## config.mk

```make
export PLATFORM = sky130hd
export DESIGN_NAME = imm_gen_pipe
export DESIGN_NICKNAME = d
export VERILOG_FILES = /design/src/rtl/imm_gen_pipe.sv
export SDC_FILE = /design/constraint.sdc
export NUM_CORES = 1
export LEC_CHECK = 0
export ABC_AREA = 0
export CORE_UTILIZATION = 45
export CTS_BUF_LIST = sky130_fd_sc_hd__clkbuf_16
export DETAILED_ROUTE_END_ITERATION = 6
export GPL_TIMING_DRIVEN = 0
export PLACE_DENSITY = 0.75
export SLEW_MARGIN = 20
export SYNTH_ARGS = -nofsm -noshare
export SYNTH_HDL_FRONTEND = slang
export SYNTH_SLANG_ARGS = --single-unit
export TNS_END_PERCENT = 20
```

## constraint.sdc

```tcl
create_clock -name clk -period 11.1 [get_ports clk]
set_input_delay 2.775 -clock clk [delete_from_list [all_inputs] [get_ports clk]]
set_output_delay 2.775 -clock clk [all_outputs]
set_load 0.05 [all_outputs]
```

## src/rtl/imm_gen_pipe.sv

```systemverilog
// RV32I/RV64I immediate generator with a one-deep output register plus skid buffer.
// Optional CSR-immediate decode is enabled by defining IMM_GEN_CSR_EN.
module imm_gen_pipe #(
    parameter int XLEN        = 32,
    parameter bit SHAMT_SPLIT = 1'b1
) (
    input  logic            clk,
    input  logic            reset,
    input  logic            in_valid,
    output logic            in_ready,
    input  logic [31:0]     in_inst,
    input  logic [XLEN-1:0] in_pc,
    output logic            out_valid,
    input  logic            out_ready,
    output logic [XLEN-1:0] out_imm,
    output logic [2:0]      out_fmt,
    output logic [XLEN-1:0] out_target,
    output logic            out_illegal
);

    localparam logic [2:0] FMT_NONE  = 3'd0;
    localparam logic [2:0] FMT_I     = 3'd1;
    localparam logic [2:0] FMT_S     = 3'd2;
    localparam logic [2:0] FMT_B     = 3'd3;
    localparam logic [2:0] FMT_U     = 3'd4;
    localparam logic [2:0] FMT_J     = 3'd5;
    localparam logic [2:0] FMT_SHAMT = 3'd6;
`ifdef IMM_GEN_CSR_EN
    localparam logic [2:0] FMT_CSR   = 3'd7;
`endif

    typedef struct packed {
        logic [XLEN-1:0] imm;
        logic [2:0]      fmt;
        logic [XLEN-1:0] target;
        logic            illegal;
    } res_t;

    // Widen a 32-bit signed value to XLEN without a zero-width replication at XLEN=32.
    function automatic logic [XLEN-1:0] sext32(input logic [31:0] v);
        logic [XLEN-1:0] r;
        r       = {XLEN{v[31]}};
        r[31:0] = v;
        return r;
    endfunction

    logic [6:0]      opcode;
    logic [2:0]      funct3;
    logic            use_target;
    res_t            dec_next;
    res_t            o_reg;
    res_t            k_reg;
    logic            o_valid_reg;
    logic            k_valid_reg;
    logic            accept;

    assign opcode = in_inst[6:0];
    assign funct3 = in_inst[14:12];

    always_comb begin
        dec_next   = '0;
        use_target = 1'b0;
        case (opcode)
            7'b0000011, 7'b0001111, 7'b1100111: begin
                dec_next.fmt = FMT_I;
                dec_next.imm = sext32({{20{in_inst[31]}}, in_inst[31:20]});
            end
            7'b0010011: begin
                if (SHAMT_SPLIT && (funct3 == 3'b001 || funct3 == 3'b101)) begin
                    dec_next.fmt = FMT_SHAMT;
                    if (XLEN == 32)
                        dec_next.imm[4:0] = in_inst[24:20];
                    else
                        dec_next.imm[5:0] = in_inst[25:20];
                end else begin
                    dec_next.fmt = FMT_I;
                    dec_next.imm = sext32({{20{in_inst[31]}}, in_inst[31:20]});
                end
            end
            7'b0100011: begin
                dec_next.fmt = FMT_S;
                dec_next.imm = sext32({{20{in_inst[31]}}, in_inst[31:25], in_inst[11:7]});
            end
            7'b1100011: begin
                dec_next.fmt = FMT_B;
                dec_next.imm = sext32({{19{in_inst[31]}}, in_inst[31], in_inst[7],
                                       in_inst[30:25], in_inst[11:8], 1'b0});
                use_target   = 1'b1;
            end
            7'b1101111: begin
                dec_next.fmt = FMT_J;
                dec_next.imm = sext32({{11{in_inst[31]}}, in_inst[31], in_inst[19:12],
                                       in_inst[20], in_inst[30:21], 1'b0});
                use_target   = 1'b1;
            end
            7'b0110111, 7'b0010111: begin
                dec_next.fmt = FMT_U;
                dec_next.imm = sext32({in_inst[31:12], 12'b0});
                use_target   = opcode[5] == 1'b0;  // AUIPC only
            end
            7'b0110011: begin
                dec_next.fmt = FMT_NONE;
            end
            7'b1110011: begin
`ifdef IMM_GEN_CSR_EN
                if (funct3[2]) begin
                    dec_next.fmt      = FMT_CSR;
                    dec_next.imm[4:0] = in_inst[19:15];
                end else if (funct3 != 3'b000) begin
                    dec_next.fmt       = FMT_I;
                    dec_next.imm[11:0] = in_inst[31:20];
                end
`else
                dec_next.fmt = FMT_NONE;
`endif
            end
            default: begin
                dec_next.illegal = 1'b1;
            end
        endcase
        dec_next.target = use_target ? (in_pc + dec_next.imm) : '0;
    end

    assign in_ready = !k_valid_reg && !reset;
    assign accept   = in_valid && in_ready;

    // O refills from K first so ordering stays FIFO; K only loads while O is stalled.
    always_ff @(posedge clk) begin
        if (reset) begin
            o_reg       <= '0;
            k_reg       <= '0;
            o_valid_reg <= 1'b0;
            k_valid_reg <= 1'b0;
        end else if (!o_valid_reg || out_ready) begin
            if (k_valid_reg) begin
                o_reg       <= k_reg;
                o_valid_reg <= 1'b1;
                k_valid_reg <= 1'b0;
            end else if (accept) begin
                o_reg       <= dec_next;
                o_valid_reg <= 1'b1;
            end else begin
                o_valid_reg <= 1'b0;
            end
        end else if (accept) begin
            k_reg       <= dec_next;
            k_valid_reg <= 1'b1;
        end
    end

    assign out_valid   = o_valid_reg;
    assign out_imm     = o_reg.imm;
    assign out_fmt     = o_reg.fmt;
    assign out_target  = o_reg.target;
    assign out_illegal = o_reg.illegal;

endmodule

```

==> out/results.tsv <==
stage	metric	value	unit
route	ant_nets	0	
floorplan	fp.dieH	134	microns
global_route	first_global_vias	7753	
clock_tree	hold_buffers	0	
sta	period_minus_slack	7.14	ns
place	io_buffers	135	
setup_path	crit_fanout	5	
status	status	complete, no violations	
setup_path	reg2reg_depth	6	
sta	final_max_slew_viol_count	0	
power_and_ir_drop	leakage	0.00389	uW
logic_synthesis	synth_compound_area_share	27.2	%
sta	hold_viol	0	
logic_synthesis	synth_fp_nets	1105	
layout	largest_register_ffs	68	
global_route	grt_max_degree	17	
logic_synthesis	synthDistinctLibCells	71	
logic_synthesis	synth_xor_area_share	3.36	%
floorplan	coreArea	0.0168	sq mm
setup_path	crit_arrival	4.37	ns
sta	slew_headroom	43.8	%
logic_synthesis	synthAdderAreaFrac	5.22	%
logic_synthesis	synth_top_family_by_area	compound AO/OA/AOI/OAI gates	
setup_path	cp-end-kind	output port	
layout	multiInputGateArea	0.00472	sq mm
setup_path	critPathLaunchType	input pin	
global_route	grt_first_pass_wirelength	42200	microns
hold_path	hold_class	flop to flop	
route	drc	0	
sta	finClkSkew	0.00637	ns
setup_path	cp_data_required_time	8.33	ns
logic_synthesis	ys_ff_latch	138	
floorplan	core.rowCount	47	
sta	fin_setup_tns	0	ns
place	dpl.hpwl	21200	microns
setup_path	crit_type	input pin to output port	
logic_synthesis	synth_edf_count	0	
sta	worst_slew_pin_slew	0.834	ns
global_route	grt.overflow.total	0	
layout	final_nets	1259	
clock_tree	clk_pin_slew	0.06	ns
place	pre_cts_ws	3.91	ns
sta	setup_viol	0	
logic_synthesis	muxShareOfSynthArea	1.92	%
power_and_ir_drop	total_power	1300	uW
logic_synthesis	ys_warn_count	0	
place	placed_area	0.00944	sq mm
floorplan	start_util	46.6	%
clock_tree	cts_setup_buffers	0	
clock_tree	cts_resized	0	
floorplan	io_pins	138	
logic_synthesis	seq_area_frac_synth	35.3	%
route	avgRoutedWirePerCell	19.9	microns
layout	final_cell_area	0.0100	sq mm
global_route	antenna_found_initial	0	
sta	rsz0062_at_grt	no	
setup_path	crit_start	reset	
layout	drive_gt1_share	4.95	%
route	wl	27700	microns
layout	ff_latch_area	0.00276	sq mm
clock_tree	insertion_delay	0.44	ns
clock_tree	clock_sinks	138	
power_and_ir_drop	peakVddDrop	0.0981	mV
sta	fmax	140	MHz
sta	min_period_over_period	64.3	%
logic_synthesis	synthTopCellsByArea	dfxtp_1 35%, a21oi_1 6.9%, nand2_1 5.9%, nor2_1 5.4%, ha_1 5.0%	
sta	setup_slack	3.96	ns
floorplan	die_w	134	microns
route	vias_per_cell	5.94	
route	drt-pass1-iter-count	5	
clock_tree	tritoncts	done	
route	drt-initial-drc-count	777	
setup_path	r2r_slack	8.51	ns
logic_synthesis	syn_inst	1005	
power_and_ir_drop	powerDensity	130	mW/mm^2
floorplan	die-area	0.0179	sq mm
setup_path	critical_path.endpoint	in_ready	
logic_synthesis	synthFlopType	dfxtp_1	
global_route	groute.usage.overall	31.3	%
clock_tree	clockBufferDepth	2	
clock_tree	ctsRootBufferMaster	clkbuf_16	
place	place_congestion	1.01	
clock_tree	cts_max_level	4	
route	vias	8265	
logic_synthesis	synth_area_per_cell	7.78	sq um
logic_synthesis	async_flop_share	0	%
layout	fillers	1579	
logic_synthesis	yosys.area.top_type	dfxtp_1	
logic_synthesis	yosysTopAreaCellShare	35.3	%
run	cap_violations	0	
setup_path	r2r_end	out_imm[20]$_SDFFE_PP0P_	
logic_synthesis	netlist_area	0.00782	sq mm
setup_path	rr_startpoint	out_valid$_SDFFE_PP0P_	
logic_synthesis	yosys.area_share.simple	22.6	%
clock_tree	numCtsBuffers	17	
layout	area_growth	28.1	%
==> Yosys cell counts, drive strengths merged (24+ instances only) <==
library cell and instances:
nand2b 24, o21ai 54, ha 31, nand3 31, a21oi 109, nand2 122, a21o 34, o211ai 25
nor2 115, nor3 36, dfxtp 138, clkbuf 66
==> layer usage <==
metal	vias to the layer above	global-route usage, %	wire [microns]
met5	-	0	0
met4	0	14.4	1070
met3	84	8.84	2660
met2	416	48.5	12200
met1	3857	40.3	11800
li1	3908	-	-
==> through the flow <==
| stage | cells | hold WS, ns | utilization (%) |
|---|---|---|---|
| after floorplan | 1005 | 0.430 | - |
| after global placement | 1360 | 0.439 | 56.3 |
| after detailed placement | 1360 | 0.441 | 56.3 |
| after CTS | 1391 | 0.449 | 59.7 |
| after global routing | 1391 | 0.464 | 59.7 |
| final | 1392 | 0.450 | 59.7 |
==> placed cells by master, fill, tap and decap left out, types with 8 or more instances in the layout <==
| master | n |
|---|---|
| a211oi_1 | 14 |
| a21o_1 | 34 |
| a21oi_1 | 107 |
| a221oi_1 | 10 |
| and2_1 | 14 |
| and3_1 | 9 |
| clkbuf_1 | 66 |
| clkbuf_16 | 17 |
| clkdlybuf4s50_1 | 135 |
| dfxtp_1 | 138 |
| ha_1 | 31 |
| inv_1 | 8 |
| mux2i_1 | 15 |
| nand2_1 | 122 |
| nand2b_1 | 24 |
| nand3_1 | 31 |
| nand4_1 | 9 |
| nor2_1 | 112 |
| nor2b_1 | 8 |
| nor3_1 | 36 |
| o211ai_1 | 24 |
| o21ai_0 | 52 |
| o21bai_1 | 14 |
| xnor2_1 | 22 |
| xor2_1 | 8 |
==> how the worst min path moves through the flow <==
stage | startpoint | to | slack (ns) | depth (start not counted)
6_report | k_reg[65]$_SDFFE_PP0P_ | k_reg[65]$_SDFFE_PP0P_ | 0.45 | 2
5_1_grt | out_imm[14]$_SDFFE_PP0P_ | out_imm[14]$_SDFFE_PP0P_ | 0.46 | 2
4_1_cts | k_reg[65]$_SDFFE_PP0P_ | k_reg[65]$_SDFFE_PP0P_ | 0.45 | 2
3_5_place_dp | k_reg[65]$_SDFFE_PP0P_ | k_reg[65]$_SDFFE_PP0P_ | 0.44 | 2
3_3_place_gp | k_reg[66]$_SDFFE_PP0P_ | k_reg[66]$_SDFFE_PP0P_ | 0.44 | 2
2_1_floorplan | k_reg[23]$_SDFFE_PP0P_ | k_reg[23]$_SDFFE_PP0P_ | 0.43 | 2
==> area by class of cell <==
cell class | count | share of cell area (%)
multi-input combinational | 781 | 47.1
sequential | 138 | 27.6
clock inverter | 14 | 1.39
timing repair buffer | 135 | 13.5
tap | 220 | 2.75
inverter | 8 | 0.300
antenna | 1 | 0.0250
buffer | 78 | 3.05
clock buffer | 17 | 4.25
==> kinds of logic after synthesis <==
logic type	after synthesis
DFF	138
adders and majority gates	32
and+or+nand+nor	385
xor gates and xnor gates	30
buffers and inverters	86
muxes	15
AOI/OAI and AO/OA	319
==> where the power goes <==
group,internal [uW],switching [uW]
clock network,311,243
logic,82.7,150
registers,509,7.51
total,903,401
==> worst max-delay path: stages <==
cell             delay (ns)
clkdlybuf4s50_1        0.53
nor2_1                 0.22
clkdlybuf4s50_1        0.84
(Power assumes the default switching activity.)
